$ cat config.mk
export PLATFORM = sky130hd
export DESIGN_NAME = issue_scoreboard_flat
export DESIGN_NICKNAME = d
export VERILOG_FILES = /design/src/rtl/issue_scoreboard_if.sv /design/src/rtl/issue_scoreboard.sv /design/src/flat_wrapper.sv
export SDC_FILE = /design/constraint.sdc
export NUM_CORES = 1
export LEC_CHECK = 0
export CAP_MARGIN = 10
export CORE_MARGIN = 2
export CORE_UTILIZATION = 57
export CTS_CLUSTER_SIZE = 20
export DETAILED_ROUTE_END_ITERATION = 8
export HOLD_SLACK_MARGIN = 0.05
export PLACE_DENSITY = 0.81
export SETUP_SLACK_MARGIN = 0.15
export SKIP_CTS_REPAIR_TIMING = 1
export SYNTH_ARGS = -nofsm -noshare
export SYNTH_HDL_FRONTEND = slang
export SYNTH_SLANG_ARGS = --single-unit
$ cat constraint.sdc
create_clock -name clk -period 3.75 [get_ports clk]
set_input_delay 0.375 -clock clk [delete_from_list [all_inputs] [get_ports clk]]
set_output_delay 0.375 -clock clk [all_outputs]
set_load 0.03 [all_outputs]
$ cat src/rtl/issue_scoreboard_if.sv
// issue_scoreboard_if: decode/EXU issue handshake plus writeback retire port of the issue scoreboard
interface issue_scoreboard_if;
  logic       valid_i;
  logic       ready_o;
  logic       rena1_i;
  logic [4:0] raddr1_i;
  logic       rena2_i;
  logic [4:0] raddr2_i;
  logic       wena_i;
  logic [4:0] waddr_i;
  logic       serial_i;
  logic       flush_i;
  logic       valid_o;
  logic       ready_i;
  logic       wb_valid_i;
  logic [4:0] wb_waddr_i;
  logic       idle_o;
  logic       err_o;
  modport master (
    output valid_i, rena1_i, raddr1_i, rena2_i, raddr2_i, wena_i, waddr_i, serial_i, flush_i,
    output ready_i, wb_valid_i, wb_waddr_i,
    input  ready_o, valid_o, idle_o, err_o
  );
  modport slave (
    input  valid_i, rena1_i, raddr1_i, rena2_i, raddr2_i, wena_i, waddr_i, serial_i, flush_i,
    input  ready_i, wb_valid_i, wb_waddr_i,
    output ready_o, valid_o, idle_o, err_o
  );
endinterface

$ cat src/rtl/issue_scoreboard.sv
// issue_scoreboard: holds decoded instrs on RAW/WAW hazards, in-flight limit or pending serial drain.
// SCOREBOARD_WB_BYPASS_EN lets a same-cycle writeback relieve the hold.
module issue_scoreboard #(
  parameter int MAX_INFLIGHT = 4,
  parameter int CNT_W        = 3
) (
  input logic clk,
  input logic rst,
  issue_scoreboard_if.slave bus
);
  logic [31:1]      busy, busy_eff, set_oh, clr_oh;
  logic [31:0]      bz, br;
  logic [CNT_W-1:0] cnt;
  logic             err, wr, hazard, full, idle_eff, hold, inc, dec, bad_wb, ovf;
  function automatic logic [31:1] onehot(input logic [4:0] a);
    for (int i = 1; i < 32; i++) onehot[i] = (a == 5'(i));
  endfunction
  assign clr_oh = {31{bus.wb_valid_i}} & onehot(bus.wb_waddr_i);
`ifdef SCOREBOARD_WB_BYPASS_EN
  assign busy_eff = busy & ~clr_oh;
  assign idle_eff = (cnt == '0) || (cnt == CNT_W'(1) && bus.wb_valid_i);
`else
  assign busy_eff = busy;
  assign idle_eff = (cnt == '0);
`endif
  // bit 0 stands for x0, which is never busy
  assign bz = {busy_eff, 1'b0};
  assign br = {busy, 1'b0};
  assign wr = bus.wena_i & (bus.waddr_i != '0);
  assign hazard = (bus.rena1_i & bz[bus.raddr1_i]) | (bus.rena2_i & bz[bus.raddr2_i]) | (bus.wena_i & bz[bus.waddr_i]);
  assign full = wr & (cnt == CNT_W'(MAX_INFLIGHT)) & ~bus.wb_valid_i;
  assign hold = hazard | full | (bus.serial_i & ~idle_eff);
  assign bus.valid_o = bus.valid_i & ~bus.flush_i & ~hold;
  assign bus.ready_o = bus.flush_i | (bus.ready_i & ~hold);
  assign bus.idle_o = (cnt == '0);
  assign bus.err_o = err;
  assign inc = bus.valid_o & bus.ready_i & wr;
  assign dec = bus.wb_valid_i & (cnt != '0);
  assign set_oh = {31{inc}} & onehot(bus.waddr_i);
  // x0 retires are legal while something is in flight; any other retire must hit a busy reg
  assign bad_wb = bus.wb_valid_i & ((cnt == '0) | ((bus.wb_waddr_i != '0) & ~br[bus.wb_waddr_i]));
  assign ovf = inc & ~dec & (cnt == CNT_W'(MAX_INFLIGHT));
  always_ff @(posedge clk or posedge rst)
    if (rst) begin
      busy <= '0;
      cnt  <= '0;
      err  <= 1'b0;
    end else begin
      busy <= (busy & ~clr_oh) | set_oh;
      cnt  <= cnt + CNT_W'(inc) - CNT_W'(dec);
      err  <= err | bad_wb | ovf;
    end
endmodule

$ cat src/flat_wrapper.sv
// flat-port wrapper written by rule: the top's interface ports become plain ports
module issue_scoreboard_flat 
#(
  parameter int MAX_INFLIGHT = 4,
  parameter int CNT_W        = 3
)
  (clk, rst, bus_valid_i, bus_rena1_i, bus_raddr1_i, bus_rena2_i, bus_raddr2_i, bus_wena_i, bus_waddr_i, bus_serial_i, bus_flush_i, bus_ready_i, bus_wb_valid_i, bus_wb_waddr_i, bus_ready_o, bus_valid_o, bus_idle_o, bus_err_o);
  issue_scoreboard_if bus_i ();
  input logic clk;
  input logic rst;
  input wire logic [$bits(bus_i.valid_i)-1:0] bus_valid_i;
  input wire logic [$bits(bus_i.rena1_i)-1:0] bus_rena1_i;
  input wire logic [$bits(bus_i.raddr1_i)-1:0] bus_raddr1_i;
  input wire logic [$bits(bus_i.rena2_i)-1:0] bus_rena2_i;
  input wire logic [$bits(bus_i.raddr2_i)-1:0] bus_raddr2_i;
  input wire logic [$bits(bus_i.wena_i)-1:0] bus_wena_i;
  input wire logic [$bits(bus_i.waddr_i)-1:0] bus_waddr_i;
  input wire logic [$bits(bus_i.serial_i)-1:0] bus_serial_i;
  input wire logic [$bits(bus_i.flush_i)-1:0] bus_flush_i;
  input wire logic [$bits(bus_i.ready_i)-1:0] bus_ready_i;
  input wire logic [$bits(bus_i.wb_valid_i)-1:0] bus_wb_valid_i;
  input wire logic [$bits(bus_i.wb_waddr_i)-1:0] bus_wb_waddr_i;
  output wire logic [$bits(bus_i.ready_o)-1:0] bus_ready_o;
  output wire logic [$bits(bus_i.valid_o)-1:0] bus_valid_o;
  output wire logic [$bits(bus_i.idle_o)-1:0] bus_idle_o;
  output wire logic [$bits(bus_i.err_o)-1:0] bus_err_o;
  assign bus_i.valid_i = bus_valid_i;
  assign bus_i.rena1_i = bus_rena1_i;
  assign bus_i.raddr1_i = bus_raddr1_i;
  assign bus_i.rena2_i = bus_rena2_i;
  assign bus_i.raddr2_i = bus_raddr2_i;
  assign bus_i.wena_i = bus_wena_i;
  assign bus_i.waddr_i = bus_waddr_i;
  assign bus_i.serial_i = bus_serial_i;
  assign bus_i.flush_i = bus_flush_i;
  assign bus_i.ready_i = bus_ready_i;
  assign bus_i.wb_valid_i = bus_wb_valid_i;
  assign bus_i.wb_waddr_i = bus_wb_waddr_i;
  assign bus_ready_o = bus_i.ready_o;
  assign bus_valid_o = bus_i.valid_o;
  assign bus_idle_o = bus_i.idle_o;
  assign bus_err_o = bus_i.err_o;
  issue_scoreboard #(.MAX_INFLIGHT(MAX_INFLIGHT), .CNT_W(CNT_W)) u_core (.clk(clk), .rst(rst), .bus(bus_i));
endmodule
==> reports/results.txt <==
via/cell ratio: 7.26
Setup TNS Final: 0 ns
CP Capture Type: primary output
CTS max path bufs: 2
Hold Path Class: input pin to async pin
Lkg Pwr: 1.33 nW
Flop pwr share: 41.3%
area grow syn2layout: 14.2%
Core Region: 5140 um2
Tightest Pin Transition: 0.664 ns
switching power: 0.000392 W
Comb power frac: 31.2%
clk_skew: 0.00309 ns
routability cong.: 1.05
ys flop type: dfrtp_1
post-synthesis register bit count: 35
Synth Instances: 309
top-level port count: 34
Critical R2R Capture: u_core.cnt[2]
Clk pwr share: 27.5%
Mapped Nets: 342
Crit Path Class: input pin to primary output
initial antenna violation count: 0
via count: 2924
FF-to-FF Start: u_core.busy[23]
1st-iter DRT viols: 289
Reg2Reg Setup Slack: 1.03 ns
Int Pwr: 0.000707 W
Routed Antenna Nets: 0
Max Slew Vio Count: 0
mapped cell area: 3060 um2
count of cell types in the netlist: 43
mux share of post-synthesis cell area: 24.9%
nets: 365
Synth Area in Adders: 1.47%
top post-synthesis cells by area: dfrtp_1, mux4_2, o21ai_2
FMAX: 289 MHz
1st-pass router iterations: 5
share of the synthesized area in the top cell type: 28.6%
drt total wl: 9.48 mm
clock buffer count from CTS: 5
Final period util: 92.4%
Worst VDD drop: 185 uV
Synth Area per Inst: 9.90 um2
initial core utilization: 59.5%
finished layout cell area: 3490 um2
xor-xnor portion of the synthesized cell area: 0.573%
RSZ-0062 raised after global routing: no
Die Span X: 77.3 um
switching part of the total: 35.6%
layout cells sized above 1: 24.6%
Register-to-Register Path Depth: 9
CP max FO: 33
first-pass GRT wire length: 15.0 mm
final hold violations: 0
largest net degree at the start of global routing: 36
crit path launch: bus_raddr2_i[0]
Synth warnings: 0
normalized max-slew margin: 55.6%
CP Data Arrival Time: 3.09 ns
chip height: 77.3 um
total track usage: 33.0%
Power Density: 315 nW/um2
root buffer cell: clkbuf_8
placed instance area: 3390 um2
compound-gate portion of the synthesized area: 18.2%
row count: 26
n_diodes: 0
CP endpoint: bus_ready_o
Post-DP HPWL: 6.91 mm
total grt overflow: 0
required time worst endpoint: 3.38 ns
Async SR Flop Fraction: 100%
endpoints failing setup: 0
Post-Synth Simple-Gate Area: 20.2%
TritonCTS clock tree: done
H-tree levels: 2
outcome: finished clean
I/O Buffers: 33
largest area contributor in the netlist: dfrtp_1
number of synthesized flops with an enable pin: 0
Worst-path clk slew: 0.07 ns
Sink Count: 35
DR WL/cell: 23.5 um
Residual DRC: 0
post-synthesis sequential area ratio: 28.6%
minimum clock period: 3.46 ns
CP Launch Type: input pin
DIE AREA: 5970 um2
Clk Latency, worst-skew pair: 0.29 ns
largest family of logic cells by synthesized area: multiplexers
vias in the first global route: 2813
maxcap violations: 0
## area by class of cell
cell class | count | area [um2]
Timing Repair Buffer | 42 | 393
Fill cell | 411 | 1650
Tap cell | 70 | 87.6
Sequential cell | 35 | 876
Clock buffer | 6 | 82.6
Multi-Input combinational cell | 240 | 2010
Inverter | 8 | 30.0
Clock inverter | 2 | 16.3
## critical path, cell delays in order
cell,delay (ns)
clkdlybuf4s50_1,0.72
mux4_2,0.57
mux4_2,0.50
o21ai_2,0.17
o21ai_4,0.07
buf_4,0.30
o21bai_2,0.19
buf_4,0.17
## worst min path at each step
stage,from,to,slack [ns]
floorplan,bus_wb_valid_i,u_core.bus.err_o,0.51
global placement,u_core.bus.err_o,u_core.bus.err_o,0.48
detailed placement,u_core.bus.err_o,u_core.bus.err_o,0.47
CTS,rst,u_core.busy[26],0.50
global route,rst,u_core.busy[6],0.53
finish,rst,u_core.busy[21],0.48
## registers in the layout (all words and copies together), names as in the netlist
signal / count
u_core.cnt: 3
u_core.bus.err_o: 1
u_core.busy: 31
## cell usage in the layout (no fill, tap or decap), drive strengths merged, types with 2 or more instances in the layout
master         instances
o21ai                 66
inv                    8
a21oi                  2
a22oi                  3
nor2b                 10
nand2b                 8
nand3b                 2
dfrtp                 35
nor2                  19
mux2                   3
or2                    2
ha                     2
xnor2                  2
nand4                 35
mux4                  27
a31oi                  2
o2111ai                2
buf                   11
nand4b                 2
nand3                 10
nand2                 14
clkbuf                 6
clkdlybuf4s50         31
nor3                   5
mux2i                 12
## routing by layer
metal  global-route usage (%)  vias up  share of wire, %
li1                         -     1248                 -
met1                     43.2     1397                37
met4                     18.4        0               6.5
met3                     6.35       54                11
met5                        0        -                 0
met2                     51.7      225                46
## metrics by stage
step | power, W | utilization (%) | instances | setup WS, ns | hold WS, ns
6_report | 0.00110 | 67.9 | 403 | 0.287 | 0.478
5_1_grt | 0.00115 | 67.9 | 403 | 0.175 | 0.534
4_1_cts | 0.00109 | 67.9 | 403 | 0.281 | 0.495
3_5_place_dp | 0.000797 | 66.0 | 395 | 0.284 | 0.472
3_3_place_gp | 0.000784 | 66.0 | 395 | 0.348 | 0.477
2_1_floorplan | 0.000690 | - | 309 | 0.915 | 0.512
## cell families after synthesis
| group | count (synthesis) |
|---|---|
| buf+inv | 34 |
| compound gates | 81 |
| simple gates | 112 |
| flops | 35 |
| mux | 42 |
| fa+ha+maj | 3 |
| xor+xnor | 2 |
## synth_stat cells, types with 3 or more instances
library cell   n
buf_2         11
clkbuf_1       7
nand4_1       35
mux2i_1       12
o21ai_2       29
nand2_1       14
o21ai_0       35
nand2b_1       8
dfrtp_1       35
buf_6          5
a22oi_1        3
mux4_2        27
nor2_1        19
nand3_1        9
inv_1          8
nor3_1         5
nor2b_1       10
mux2_2         3
## power by group through the flow
| stage | registers [W] | logic (W) | clock network (W) |
|---|---|---|---|
| 6_report | 0.000454 | 0.000343 | 0.000302 |
| 5_1_grt | 0.000455 | 0.000376 | 0.000322 |
| 4_1_cts | 0.000451 | 0.000341 | 0.000301 |
| 3_5_place_dp | 0.000457 | 0.000339 | 0 |
| 3_3_place_gp | 0.000456 | 0.000328 | 0 |
| 2_1_floorplan | 0.000442 | 0.000248 | 0 |
Note: power is estimated with default switching activity, not from simulation.
